$ cat config.mk
export PLATFORM = sky130hd
export DESIGN_NAME = uart_tx_fifo
export DESIGN_NICKNAME = d
export VERILOG_FILES = /design/src/rtl/uart_tx_fifo.sv
export SDC_FILE = /design/constraint.sdc
export NUM_CORES = 1
export LEC_CHECK = 0
export CAP_MARGIN = 0
export CELL_PAD_IN_SITES_DETAIL_PLACEMENT = 1
export CELL_PAD_IN_SITES_GLOBAL_PLACEMENT = 1
export CORE_MARGIN = 4
export CORE_UTILIZATION = 51
export CTS_BUF_LIST = sky130_fd_sc_hd__clkbuf_16
export DETAILED_ROUTE_END_ITERATION = 6
export GPL_TIMING_DRIVEN = 0
export PLACE_DENSITY_LB_ADDON = 0.1
export SLEW_MARGIN = 20
export SYNTH_ARGS = -nofsm -noshare
export SYNTH_HDL_FRONTEND = slang
export SYNTH_SLANG_ARGS = --single-unit
$ cat constraint.sdc
create_clock -name CLK -period 4.2 [get_ports CLK]
set_input_delay 0.84 -clock CLK [delete_from_list [all_inputs] [get_ports CLK]]
set_output_delay 0.84 -clock CLK [all_outputs]
set_load 0.005 [all_outputs]
$ cat src/rtl/uart_tx_fifo.sv
// UART transmitter fed by a small word FIFO. Frames are start, LSB-first data,
// optional parity and one or two stop bits, with per-frame latched configuration.
module uart_tx_fifo #(
  parameter int DATA_WIDTH = 8,
  parameter int FIFO_DEPTH = 4,
  parameter int PRESCALE_W = 8
) (
  input  logic                          CLK,
  input  logic                          RST,
  input  logic [DATA_WIDTH-1:0]         P_DATA,
  input  logic                          DATA_VALID,
  output logic                          DATA_READY,
  input  logic                          PAR_EN,
  input  logic                          PAR_TYP,
  input  logic                          STOP2,
  input  logic [PRESCALE_W-1:0]         PRESCALE,
  output logic                          TX_OUT,
  output logic                          Busy,
  output logic [$clog2(FIFO_DEPTH):0]   FIFO_COUNT
);

  localparam int PTR_W = $clog2(FIFO_DEPTH);
  localparam int CNT_W = PTR_W + 1;
  localparam int BIT_W = $clog2(DATA_WIDTH);
  localparam logic [BIT_W-1:0] LAST_BIT = BIT_W'(DATA_WIDTH - 1);
  localparam logic [CNT_W-1:0] DEPTH_C  = CNT_W'(FIFO_DEPTH);

  typedef enum logic [2:0] {IDLE, START, DATA, PARITY, STOP1, STOP_2} state_t;

  state_t                  state_reg, state_next;
  logic [PRESCALE_W-1:0]   timer_reg, timer_next;
  logic [BIT_W-1:0]        bit_idx_reg, bit_idx_next;
  logic [DATA_WIDTH-1:0]   data_reg;
  logic                    par_en_reg, par_typ_reg, stop2_reg;
  logic [PRESCALE_W-1:0]   prescale_reg;
  logic                    tx_reg, tx_next;
  logic                    busy_reg, busy_next;

  logic [DATA_WIDTH-1:0]   mem [FIFO_DEPTH];
  logic [PTR_W-1:0]        wr_ptr_reg, rd_ptr_reg;
  logic [CNT_W-1:0]        count_reg;
  logic                    wr_en, pop, frame_end;

  // Ready comes only from the registered count, so a write while full is lost
  // even if the transmitter pops on the same edge.
  assign DATA_READY = (count_reg < DEPTH_C);
  assign wr_en      = DATA_VALID && DATA_READY;
  assign FIFO_COUNT = count_reg;
  assign TX_OUT     = tx_reg;
  assign Busy       = busy_reg;

  always_ff @(posedge CLK) begin
    if (wr_en) begin
      mem[wr_ptr_reg] <= P_DATA;
    end
  end

  always_ff @(posedge CLK or negedge RST) begin
    if (!RST) begin
      wr_ptr_reg <= '0;
      rd_ptr_reg <= '0;
      count_reg  <= '0;
    end else begin
      if (wr_en) wr_ptr_reg <= wr_ptr_reg + PTR_W'(1);
      if (pop)   rd_ptr_reg <= rd_ptr_reg + PTR_W'(1);
      count_reg <= count_reg + CNT_W'(wr_en) - CNT_W'(pop);
    end
  end

  // State register plus the frame datapath registers
  always_ff @(posedge CLK or negedge RST) begin
    if (!RST) begin
      state_reg    <= IDLE;
      timer_reg    <= '0;
      bit_idx_reg  <= '0;
      data_reg     <= '0;
      par_en_reg   <= 1'b0;
      par_typ_reg  <= 1'b0;
      stop2_reg    <= 1'b0;
      prescale_reg <= '0;
      tx_reg       <= 1'b1;
      busy_reg     <= 1'b0;
    end else begin
      state_reg   <= state_next;
      timer_reg   <= timer_next;
      bit_idx_reg <= bit_idx_next;
      tx_reg      <= tx_next;
      busy_reg    <= busy_next;
      if (pop) begin
        data_reg     <= mem[rd_ptr_reg];
        par_en_reg   <= PAR_EN;
        par_typ_reg  <= PAR_TYP;
        stop2_reg    <= STOP2;
        prescale_reg <= PRESCALE;
      end
    end
  end

  // Next state: each non-idle state holds until the bit-timer reaches zero
  always_comb begin
    state_next   = state_reg;
    timer_next   = timer_reg;
    bit_idx_next = bit_idx_reg;
    pop          = 1'b0;
    frame_end    = 1'b0;
    if (state_reg == IDLE) begin
      pop = (count_reg != '0);
    end else if (timer_reg != '0) begin
      timer_next = timer_reg - PRESCALE_W'(1);
    end else begin
      timer_next = prescale_reg;
      case (state_reg)
        START: begin
          state_next   = DATA;
          bit_idx_next = '0;
        end
        DATA: begin
          if (bit_idx_reg == LAST_BIT) begin
            state_next = par_en_reg ? PARITY : STOP1;
          end else begin
            bit_idx_next = bit_idx_reg + BIT_W'(1);
          end
        end
        PARITY: state_next = STOP1;
        STOP1: begin
          if (stop2_reg) state_next = STOP_2;
          else           frame_end  = 1'b1;
        end
        STOP_2:  frame_end  = 1'b1;
        default: state_next = IDLE;
      endcase
    end
    if (frame_end) begin
      if (count_reg != '0) pop = 1'b1;
      else                 state_next = IDLE;
    end
    // A new frame times its start bit from the live PRESCALE being latched now
    if (pop) begin
      state_next = START;
      timer_next = PRESCALE;
    end
  end

  // Outputs are registered, so decode them from the state being entered
  always_comb begin
    tx_next   = 1'b1;
    busy_next = (state_next != IDLE);
    case (state_next)
      START:   tx_next = 1'b0;
      DATA:    tx_next = data_reg[bit_idx_next];
      PARITY:  tx_next = (^data_reg) ^ par_typ_reg;
      default: tx_next = 1'b1;
    endcase
  end

endmodule

; ---- After elaboration in Yosys (flattened, before gate mapping)
; Memory sizes are Yosys's and may differ from the RTL's. A register that Yosys moved wholly into a read port is not among the register bits.
; Cells that the tools add are included.
[op_classes]
muxes = 28
reduce_logical = 7
n_eq_ne = 10
n_bitwise = 1
magnitude_cmp = 2
add_sub_neg = 6
[op_table]
columns = operator, n
row1 = $mux W3, 11
row2 = $mux W8, 3
row3 = $pmux W3 S5, 1
row4 = $eq A3 B2 Y1 const B, 4
row5 = $eq A3 B3 Y1 const B, 3
row6 = $mux W1, 9
row7 = $reduce_bool A8 Y1, 1
row8 = $reduce_xor A8 Y1, 1
row9 = $sub A8 B1 Y8 const B, 1
row10 = $eq A3 B1 Y1 const B, 2
row11 = $pmux W3 S2, 1
row12 = $reduce_bool A3 Y1, 2
row13 = $add A2 B1 Y2 const B, 2
row14 = $lt A3 B4 Y1 const B, 1
row15 = $add A3 B1 Y3, 1
row16 = $add A3 B1 Y3 const B, 1
row17 = $bmux W1 S3, 1
row18 = $logic_not A3 Y1, 1
row19 = $lt A3 B3 Y1 const B, 1
row20 = $pmux W1 S3, 1
row21 = $sub A3 B1 Y3, 1
row22 = $ne A2 B2 Y1 const B, 1
row23 = $pmux W1 S2, 1
row24 = $logic_and A1 B1 Y1, 1
row25 = other kinds (2), 2
[word_totals]
ramBits = 32
reg_bits = 34
mem_count = 1
output_inout_bits = 6
word_cells = 67
in_bits = 22
[mem_list]
columns = name, words, word_bits, read_ports, rd_ports_with_merged_regs, wr, line_no
row1 = mem, 4, 8, 1, 1, 1, 39  ; logic [DATA_WIDTH-1:0] mem [FIFO_DEPTH];

; ---- Depth between registers and ports, before layout
[depth]
ltp_word = 10
ltp_mapped = 14
mapped_depth_nobuf = 12

; ---- Worst setup path before layout
; No wires, ideal clock.
[synth_path]
path_type = register to register
from = register timer_reg[0]
to = register count_reg[2], in the netlist FIFO_COUNT[2]
path_buffers = 2
path_stages_with_launch = 15
required_ns = 4.077
period_less_slack_ns = 2.892
setup_time_ns = 0.123
arrival_ns = 2.769
path_slack_ns = 1.308
path_cell_list = dfrtp_1 inv_1 ha_1 nor3b_1 nand3_1 a211o_1 clkbuf_1 inv_1 buf_2 ha_1 inv_1 ha_1 fa_1 xnor2_1 xnor2_1
[synth_between]
elab_chain_cells = 5
[synth_lines]
columns = element, line_no
row1 = from (decl), 31  ; logic [PRESCALE_W-1:0] timer_reg, timer_next;
row2 = from (signal assigned), 85  ; timer_reg <= timer_next;
row3 = $reduce_bool A8 Y1, 108  ; end else if (timer_reg != '0) begin
row4 = $mux W1, 108
row5 = $mux W1, 106  ; if (state_reg == IDLE) begin
row6 = $mux W1, 133  ; if (frame_end) begin
row7 = named net pop, 42  ; logic wr_en, pop, frame_end;
row8 = $sub A3 B1 Y3, 66  ; count_reg <= count_reg + CNT_W'(wr_en) - CNT_W'(pop);
row9 = to (signal assigned), 66
row10 = to (decl), 41  ; logic [CNT_W-1:0] count_reg;
; The timed path passes the listed nets, and every way through them passes these cells.
; A chain may end at the register's enable or synchronous reset.

; ---- Worst setup path after layout
; Ends and elaborated chain as after synthesis.

==> impl_metrics.ini <==
[synth]
syn_inst = 304
post-synth-top-area-cell = dfrtp_1
netlist_area_um2 = 3620
synthTopCellsByArea = dfrtp_1 (28%), edfxtp_1 (27%), mux4_2 (5.0%), nand2_1 (4.6%), ha_1 (3.1%)
ys_seq_area_share_pct = 55.5
ys_ff_latch = 74
synth_warnings = 0
ys.flop_type = dfrtp_1
async_flop_share_pct = 56.8
ys_types = 61
yosysTopAreaCellShare_pct = 28.3
syn_avg_cell_area_um2 = 11.9
synth_nets = 336
synth_enable_flop_cells = 32

[setup_path]
endpoint_kind = flop
arrival_ns = 3.77
r2r-start = timer_reg[0]
cp-startpoint = timer_reg[0]
cp_max_fo = 10
crit_required_ns = 4.45
crit_type = reg -> reg
cp-start-kind = flop

[sta]
hold_viol = 0
max_freq_ghz = 0.284
tns_ns = 0
fin_ws_ns = 0.676
min_period_over_period_pct = 83.9
min_period_ns = 3.52
maxSlewHeadroom_pct = 47.1
setup_viol = 0
holdWs_ns = 0.430
drv_slew = 0
max_slew.worst_pin.slew_ns = 0.794
rsz0062_at_grt = false
finalClockSkew_ns = 0.00719

[cells_and_area]
instances_no_fill = 444
regMostFlops = mem
drive_above_1_share_pct = 13.5
post-route-util_pct = 63.3
num_antenna_cells = 0
area_growth_syn_to_layout_pct = 19.3
design_area_um2 = 4320
final_net_count = 375
largest_reg_flops = 32

[clock_network]
postCtsHoldBufs = 0
cts.clk_slew.worst_paths_ns = 0.06
tritoncts = built
cts_buffer_depth = 2
cts_root_buf = clkbuf_16
cts_resized = 0
htree_levels = 3
clk_latency_ns = 0.34
cts_sinks = 74
post_cts_buffers = 0
cts_buffers = 9

[routing]
dr.pass1.iters = 4
post-route-drc-count = 0
ant_nets = 0
drt_iter0_drc = 134
detail_route.wl_per_cell_um = 20.1
via_per_inst = 5.87
vias = 2607
routed_wl_mm = 8.92

[power_and_ir_drop]
p_per_area_nw_per_um2 = 764
power_leakage_nw = 1.69
ir_worst_vdd_uv = 326
design_power_total_mw = 3.30

[global_routing]
grt_pass1_wl_mm = 14.6
antenna_found_initial = 0
grt_max_degree = 28
grt.total_usage_pct = 22.8
grt-ovfl-total = 0
first_global_vias = 2840

[placement]
dpl.hpwl_mm = 5.92
dp.cells = 428
placed_area_um2 = 4030
detailedPlace.worstSlack_ns = 0.756
gp_congestion = 0.821
port_buffers = 27

[floorplanning]
core_area_um2 = 6830
rows = 30
io_pins = 28
die_area_um2 = 8520
dieHeight_um = 92.3
start_util_pct = 53.1
die_width_um = 92.3

[job]
drv_cap = 0

[worst_hold_path]
hold_class = in -> async

[run_status]
outcome = completed
-- path summary, 6_finish.rpt --
check / endpoint / slack (ns) / cells past startpoint
min: data_reg[4] / 0.43 / 1
max reg2reg: FIFO_COUNT[2] / 0.68 / 14
min reg2reg: prescale_reg[0] / 0.48 / 2
min in group CLK: prescale_reg[0] / 0.48 / 2
max in group asynchronous: rd_ptr_reg[0] / 3.28 / 2
max: FIFO_COUNT[2] / 0.68 / 14
-- cell type report --
class / instances / area (um^2)
multi-input cells: 198 / 1480
clock inverters: 7 / 68.8
well taps: 96 / 120
plain buffers: 15 / 66.3
clock buffers: 9 / 225
repair buffers: 28 / 285
fillers: 696 / 2510
flip-flops and latches: 74 / 2010
inverters: 17 / 63.8
-- synth_stat cells, drive strengths merged (3+ instances only) --
master   number
nand3         7
edfxtp       32
xor2          3
o21ai        11
nor2b         5
xnor2        11
nand4b        3
o2111ai       3
and2          5
nand2        45
o211ai        6
buf           5
nor3          5
a31oi         6
inv          17
mux4          8
ha            9
dfrtp        41
nand4         5
o31ai         3
mux2          8
nor2         16
clkbuf       10
-- routing by layer --
metal | vias to the layer above | part of all wire [%] | GRT usage, %
met2 | 67 | 54 | 42.2
met1 | 1333 | 39 | 25.2
met5 | - | 0 | 0
li1 | 1188 | - | -
met3 | 19 | 4.5 | 5.20
met4 | 0 | 2.3 | 8.91
-- placed cells by master, fill, tap and decap left out, types with 10 or more instances in the layout --
| cell type | n |
|---|---|
| clkbuf_1 | 10 |
| clkdlybuf4s50_1 | 26 |
| dfrtp_1 | 41 |
| edfxtp_1 | 32 |
| inv_1 | 17 |
| nand2_1 | 44 |
| nor2_1 | 16 |
| o21ai_0 | 10 |
| xnor2_1 | 11 |
-- worst max-delay path, cell delays in order, from the launching register on --
cell and delay, ns:
dfrtp_1 0.41, inv_1 0.10, ha_1 0.21, nor3b_1 0.45, nand3_1 0.15, a211o_1 0.32
clkbuf_1 0.23, inv_1 0.16, buf_2 0.27, ha_1 0.17, inv_1 0.05, ha_1 0.19
fa_1 0.39, xnor2_1 0.18, xnor2_1 0.16
-- report_power, final --
group	internal (mW)	switching [mW]	leakage, nW	total, mW
sequential	1.00	0.189	0.789	1.19
clock	0.458	0.302	0.143	0.760
combinational	0.621	0.726	0.761	1.35
-- cells by family (layout without fill, tap and decap cells) --
kind of cell / Yosys count / after routing / synth area share (%)
adder cells (fa/ha/maj): 10 / 10 / 3.66
buffers and inverters: 32 / 76 / 3.59
AND/OR/NAND/NOR: 107 / 107 / 15.4
multiplexers: 17 / 17 / 7.73
AO/OA/AOI/OAI: 49 / 49 / 10.0
flip-flops: 74 / 74 / 55.5
XOR/XNOR: 15 / 15 / 4.00
Power figures use the tool's default switching activity.
